[config.mk]
export PLATFORM = sky130hd
export DESIGN_NAME = fetch_unit
export DESIGN_NICKNAME = d
export VERILOG_FILES = /design/src/rtl/fetch_unit.sv
export SDC_FILE = /design/constraint.sdc
export NUM_CORES = 1
export LEC_CHECK = 0
export CAP_MARGIN = 25
export CORE_MARGIN = 2
export CORE_UTILIZATION = 49
export DETAILED_ROUTE_END_ITERATION = 16
export GPL_TIMING_DRIVEN = 0
export PLACE_DENSITY = 0.86
export SKIP_CTS_REPAIR_TIMING = 1
export SLEW_MARGIN = 20
export SYNTH_ARGS = -nofsm -noshare
export SYNTH_HDL_FRONTEND = slang
export SYNTH_SLANG_ARGS = --single-unit
[constraint.sdc]
create_clock -name clk -period 2.6 [get_ports clk]
set_input_delay 0.52 -clock clk [delete_from_list [all_inputs] [get_ports clk]]
set_output_delay 0.52 -clock clk [all_outputs]
set_load 0.1 [all_outputs]
[src/rtl/fetch_unit.sv]
// fetch_unit: single-outstanding instruction fetch with IF/ID register, stall hold buffer and redirect squash.
module fetch_unit #(
    parameter int PC_W = 9
) (
    input  logic            clk,
    input  logic            reset,
    input  logic            PcSel,
    input  logic [31:0]     BrPC,
    input  logic            stall,
    output logic            imem_req_valid,
    input  logic            imem_req_ready,
    output logic [PC_W-1:0] imem_addr,
    input  logic            imem_rsp_valid,
    input  logic [31:0]     imem_rsp_data,
    output logic            if_valid,
    output logic [PC_W-1:0] if_pc,
    output logic [31:0]     if_instr
);
    typedef enum logic [1:0] {S_REQ, S_WAIT, S_HOLD, S_SQUASH} state_t;
    state_t          r_state, w_next;
    logic [PC_W-1:0] pc_q;
    logic [31:0]     r_hold;
    logic            w_load_rsp, w_load_hold, w_load, w_to_hold;
    logic [31:0]     w_instr;
    logic            w_unused;

    assign w_unused       = ^{BrPC[31:PC_W], BrPC[1:0]};
    assign imem_req_valid = r_state == S_REQ && !reset;
    assign imem_addr      = pc_q;

    always_comb begin
        w_load_rsp  = r_state == S_WAIT && imem_rsp_valid && (!if_valid || !stall);
        w_to_hold   = r_state == S_WAIT && imem_rsp_valid && if_valid && stall;
        w_load_hold = r_state == S_HOLD && !stall;
        w_load      = !PcSel && (w_load_rsp || w_load_hold);
        w_instr     = w_load_hold ? r_hold : imem_rsp_data;
        w_next      = r_state;
        // a redirect in WAIT/SQUASH still retires the in-flight response when it lands this cycle
        case (r_state)
            S_REQ:   w_next = imem_req_ready ? (PcSel ? S_SQUASH : S_WAIT) : S_REQ;
            S_WAIT:  w_next = imem_rsp_valid ? ((PcSel || !w_to_hold) ? S_REQ : S_HOLD)
                                             : (PcSel ? S_SQUASH : S_WAIT);
            S_HOLD:  w_next = (PcSel || !stall) ? S_REQ : S_HOLD;
            default: w_next = imem_rsp_valid ? S_REQ : S_SQUASH;
        endcase
    end

    always_ff @(posedge clk) begin
        if (reset) begin
            r_state  <= S_REQ;
            pc_q     <= '0;
            r_hold   <= '0;
            if_valid <= 1'b0;
            if_pc    <= '0;
            if_instr <= 32'h0000_0013;
        end else begin
            r_state  <= w_next;
            pc_q     <= PcSel ? {BrPC[PC_W-1:2], 2'b00} : (w_load ? pc_q + PC_W'(4) : pc_q);
            if_valid <= w_load || (!PcSel && if_valid && stall);
            if (!PcSel && w_to_hold)
                r_hold <= imem_rsp_data;
            if (w_load) begin
                if_pc    <= pc_q;
                if_instr <= w_instr;
            end
        end
    end
endmodule

### After elaboration in Yosys (flattened, before gate mapping)

Index checks and enable logic that the tools add are counted.

* add/sub/neg operators: 1
* eq/ne operators: 2
* multiplexer cells: 10
* reductions and logical operators: 23

Operator list (count)
* $mux W32: 1
* $mux W9: 2
* $mux W2: 6
* $logic_and A1 B1 Y1: 10
* $add A9 B3 Y9 const B: 1
* $pmux W2 S3: 1
* $logic_not A1 Y1: 5
* $logic_or A1 B1 Y1: 5
* $eq A2 B1 Y1 const B: 1
* $eq A2 B2 Y1 const B: 1
* $logic_not A2 Y1: 1
* $reduce_bool A2 Y1: 1
* $reduce_or A2 Y1: 1

* bits in registers: 85
* output and inout port bits: 52

### Longest topological paths before layout

* word-level depth: 9
* depth in mapped cells: 7
* gate-level depth less buffers: 4

### Worst setup path after synthesis

Ideal clock, no wire load.

* kind: input to output
* from: input reset
* to: output imem_req_valid
* arrival time: 3.036 ns
* data required time: 2.080 ns
* path slack: -0.956 ns
* stages on the path: 3
* path buffers: 2
* cell sequence: clkbuf_1 > clkbuf_1 > nor3_1

* cells in the longest elaborated chain, start to end: 2

RTL lines
* start: declaration: RTL line 6 `input logic reset,`
* $logic_not A1 Y1: RTL line 28 `assign imem_req_valid = r_state == S_REQ && !reset;`
* $logic_and A1 B1 Y1: RTL line 28
* end: declaration: RTL line 10 `output logic imem_req_valid,`

No other way between the ends.

### Worst setup path after layout

* from: register pc_q[2], in the netlist imem_addr[2]
* to: output imem_addr[2]

RTL lines
* start: declaration: RTL line 21 `logic [PC_W-1:0] pc_q;`
* start signal: assignment: RTL line 58 `pc_q <= PcSel ? {BrPC[PC_W-1:2], 2'b00} : (w_load ? pc_q + PC_W'(4) : pc_q);`
* end: declaration: RTL line 12 `output logic [PC_W-1:0] imem_addr,`

No word-level cell between the ends.

==> results.json <==
{
  "yosysWarningCount": 0,
  "num_rows": 30,
  "fmax_mhz": 402,
  "yosys_register_bits": 81,
  "pwr-share-clk_pct": 32.6,
  "grt_max_degree": 14,
  "pin_count": 122,
  "hold_ws_ns": 0.459,
  "ys_seq_area_share_pct": 45.8,
  "ant_nets": 0,
  "die_h_um": 89.0,
  "asyncSetResetFlopFracSynth_pct": 0,
  "syn_to_final_growth_pct": 35.7,
  "worstSetupPathType": "flip-flop to output pin",
  "die-area_um2": 7930,
  "viasPerCell": 5.22,
  "n_antenna_cell": 0,
  "cellInternalPower_uw": 2080,
  "power_frac_seq_pct": 42.6,
  "die_w_um": 89.0,
  "grt-ovfl-total": 0,
  "synthMuxAreaShare_pct": 9.32,
  "synth_edf_count": 0,
  "drive_above_1_share_pct": 14.7,
  "netlist_area_um2": 3540,
  "synthTopCellsByArea": "dfxtp_1 46%, a211oi_2 10%, mux2i_1 9.3%, nand2_1 8.5%, a21oi_1 5.6%",
  "grt_pass1_wl_um": 13500,
  "slowest_delay_ns": 1.18,
  "initial_core_util_pct": 51.3,
  "ctsLongestPathBuffers": 2,
  "dp_hpwl_um": 6050,
  "dp.cells": 572,
  "seq_area_um2": 1620,
  "vias": 3064,
  "p_leak_uw": 0.00159,
  "finalCriticalPeriod_ns": 2.49,
  "yosysUniqueCellTypes": 38,
  "maxCapViolCount": 0,
  "avgSynthCellArea_um2": 9.28,
  "cts_made_buffers": 9,
  "htreeDepth": 3,
  "drc_errors": 0,
  "routed_wl_um": 8550,
  "cts_root_buf": "clkbuf_8",
  "startpoint_type": "flip-flop",
  "synthDominantCellAreaShare_pct": 45.8,
  "synth_compound_area_share_pct": 21.1,
  "port_buffers": 91,
  "path_cells": "clkdlybuf4s50_1",
  "slew_viol_final": 0,
  "slew_headroom_pct": 32.8,
  "cp-end-kind": "output pin",
  "ir_drop_mv": 0.364,
  "status": "finished clean",
  "slowest_stage": "clkdlybuf4s50_1",
  "dr.pass1.iters": 6,
  "rsz0062_at_grt": "no",
  "synth-main-ff-cell": "dfxtp_1",
  "min_path_type": "flip-flop to flip-flop",
  "synth-simple-area-share_pct": 16.9,
  "wire_per_inst_um": 14.6,
  "combPwrFrac_pct": 24.8,
  "path_buf_inv": 1,
  "cp_max_fo": 5,
  "hold_violations": 0,
  "arrival_ns": 1.97,
  "final_cell_area_um2": 4810,
  "coreArea_um2": 6910,
  "cts_sinks": 81,
  "worst_slew_pin_slew_ns": 1.00,
  "synth_adder_area_share_pct": 0.353,
  "p_switching_uw": 1030,
  "synth_common_cells": "81 x dfxtp_1, 80 x nand2_1, 40 x a21oi_1, 39 x nor2_1, 33 x mux2i_1",
  "period_share_pct": 95.6,
  "synth_top_family_by_area": "compound AO/OA/AOI/OAI gates",
  "fillers": 569,
  "grt_antenna_before_repair": 0,
  "p_sw_share_pct": 33.0,
  "gp_congestion": 0.815,
  "clk_pin_slew_ns": 0.08,
  "dpl_cell_area_um2": 4600,
  "cp.required_ns": 2.08,
  "cts_tree": "built",
  "grt_pass1_vias": 2981,
  "synthXorXnorAreaFrac_pct": 0.742,
  "synthCells": 382,
  "yosys.area.top_type": "dfxtp_1",
  "setup_violations": 0,
  "cp_top_family": "buffers and inverters",
  "final_cells": 587,
  "clkLatencyLatePin_ns": 0.35,
  "synth.most_common_cell": "dfxtp_1",
  "fin_skew_ns": 0.00740,
  "nets": 558,
  "track_usage_pct": 22.0,
  "first_iter_violations": 99,
  "multi_input_area_um2": 1740,
  "pwr_density_cell_nw_per_um2": 647
}
[through the flow]
step / utilization (%) / setup WS [ns] / power (uW) / setup TNS (ns)
2_1_floorplan: - / 0.304 / 1910 / 0
3_3_place_gp: 66.6 / -0.477 / 2120 / -0.477
3_5_place_dp: 66.6 / -0.446 / 2130 / -0.446
4_1_cts: 69.7 / -0.445 / 3120 / -0.445
5_1_grt: 69.6 / 0.0554 / 3210 / 0
6_report: 69.6 / 0.114 / 3110 / 0
[sequential cells by signal (all words and copies together) (netlist names)]
name	count
imem_addr	7
if_valid	1
if_instr	32
if_pc	7
r_hold	32
r_state	2
[layer usage]
metal / up-vias / routed length (um) / global-route usage [%]
met5: - / 0 / 0
met3: 15 / 411 / 5.91
met4: 0 / 127 / 6.65
met2: 81 / 4120 / 37.5
met1: 1444 / 3890 / 27.3
li1: 1524 / - / -
[power by group through the flow]
| stage | logic [uW] | registers (uW) | clock network [uW] |
|---|---|---|---|
| final | 771 | 1330 | 1010 |
| after global routing | 805 | 1330 | 1070 |
| after CTS | 775 | 1330 | 1020 |
| after detailed placement | 772 | 1360 | 0 |
| after global placement | 764 | 1350 | 0 |
| after floorplan | 241 | 1670 | 0 |
[kinds of logic after synthesis]
kind of cell / after synthesis
buffers and inverters: 35
AND/OR/NAND/NOR: 138
multiplexers: 33
XOR/XNOR: 3
adder cells (fa/ha/maj): 1
other: 1
AO/OA/AOI/OAI: 90
flip-flops: 81
[placed cells by master, fill, tap and decap left out, drive strengths merged, types with 3 or more instances in the layout]
| master | Yosys | routed |
|---|---|---|
| nand2 | 80 | 80 |
| a21oi | 40 | 40 |
| a211oi | 32 | 32 |
| clkdlybuf4s50 | 0 | 90 |
| conb | 1 | 4 |
| xor2 | 3 | 3 |
| a211o | 3 | 3 |
| buf | 19 | 20 |
| o31ai | 3 | 3 |
| nor2 | 39 | 39 |
| clkbuf | 14 | 25 |
| dfxtp | 81 | 81 |
| a311oi | 3 | 3 |
| inv | 2 | 3 |
| nor2b | 4 | 4 |
| mux2i | 33 | 33 |
| or3 | 3 | 3 |
| o21ai | 4 | 4 |
[area by class of cell]
| cell class | count | share of cell area [%] |
|---|---|---|
| sequential | 81 | 33.7 |
| multi-input combinational | 269 | 36.2 |
| tap | 96 | 2.50 |
| timing repair buffer | 91 | 18.8 |
| inverter | 2 | 0.156 |
| buffer | 33 | 4.08 |
| clock buffer | 11 | 2.94 |
| clock inverter | 4 | 1.59 |
[final timing paths]
kind	startpoint	end	slack [ns]	depth (start not counted)
setup / recovery	imem_addr[2]	imem_addr[2]	0.11	1
hold / removal	r_hold[7]	r_hold[7]	0.46	2
setup reg to reg	r_state[1]	if_instr[4]	0.76	6
hold reg to reg	r_hold[7]	r_hold[7]	0.46	2
(Power assumes the default switching activity.)
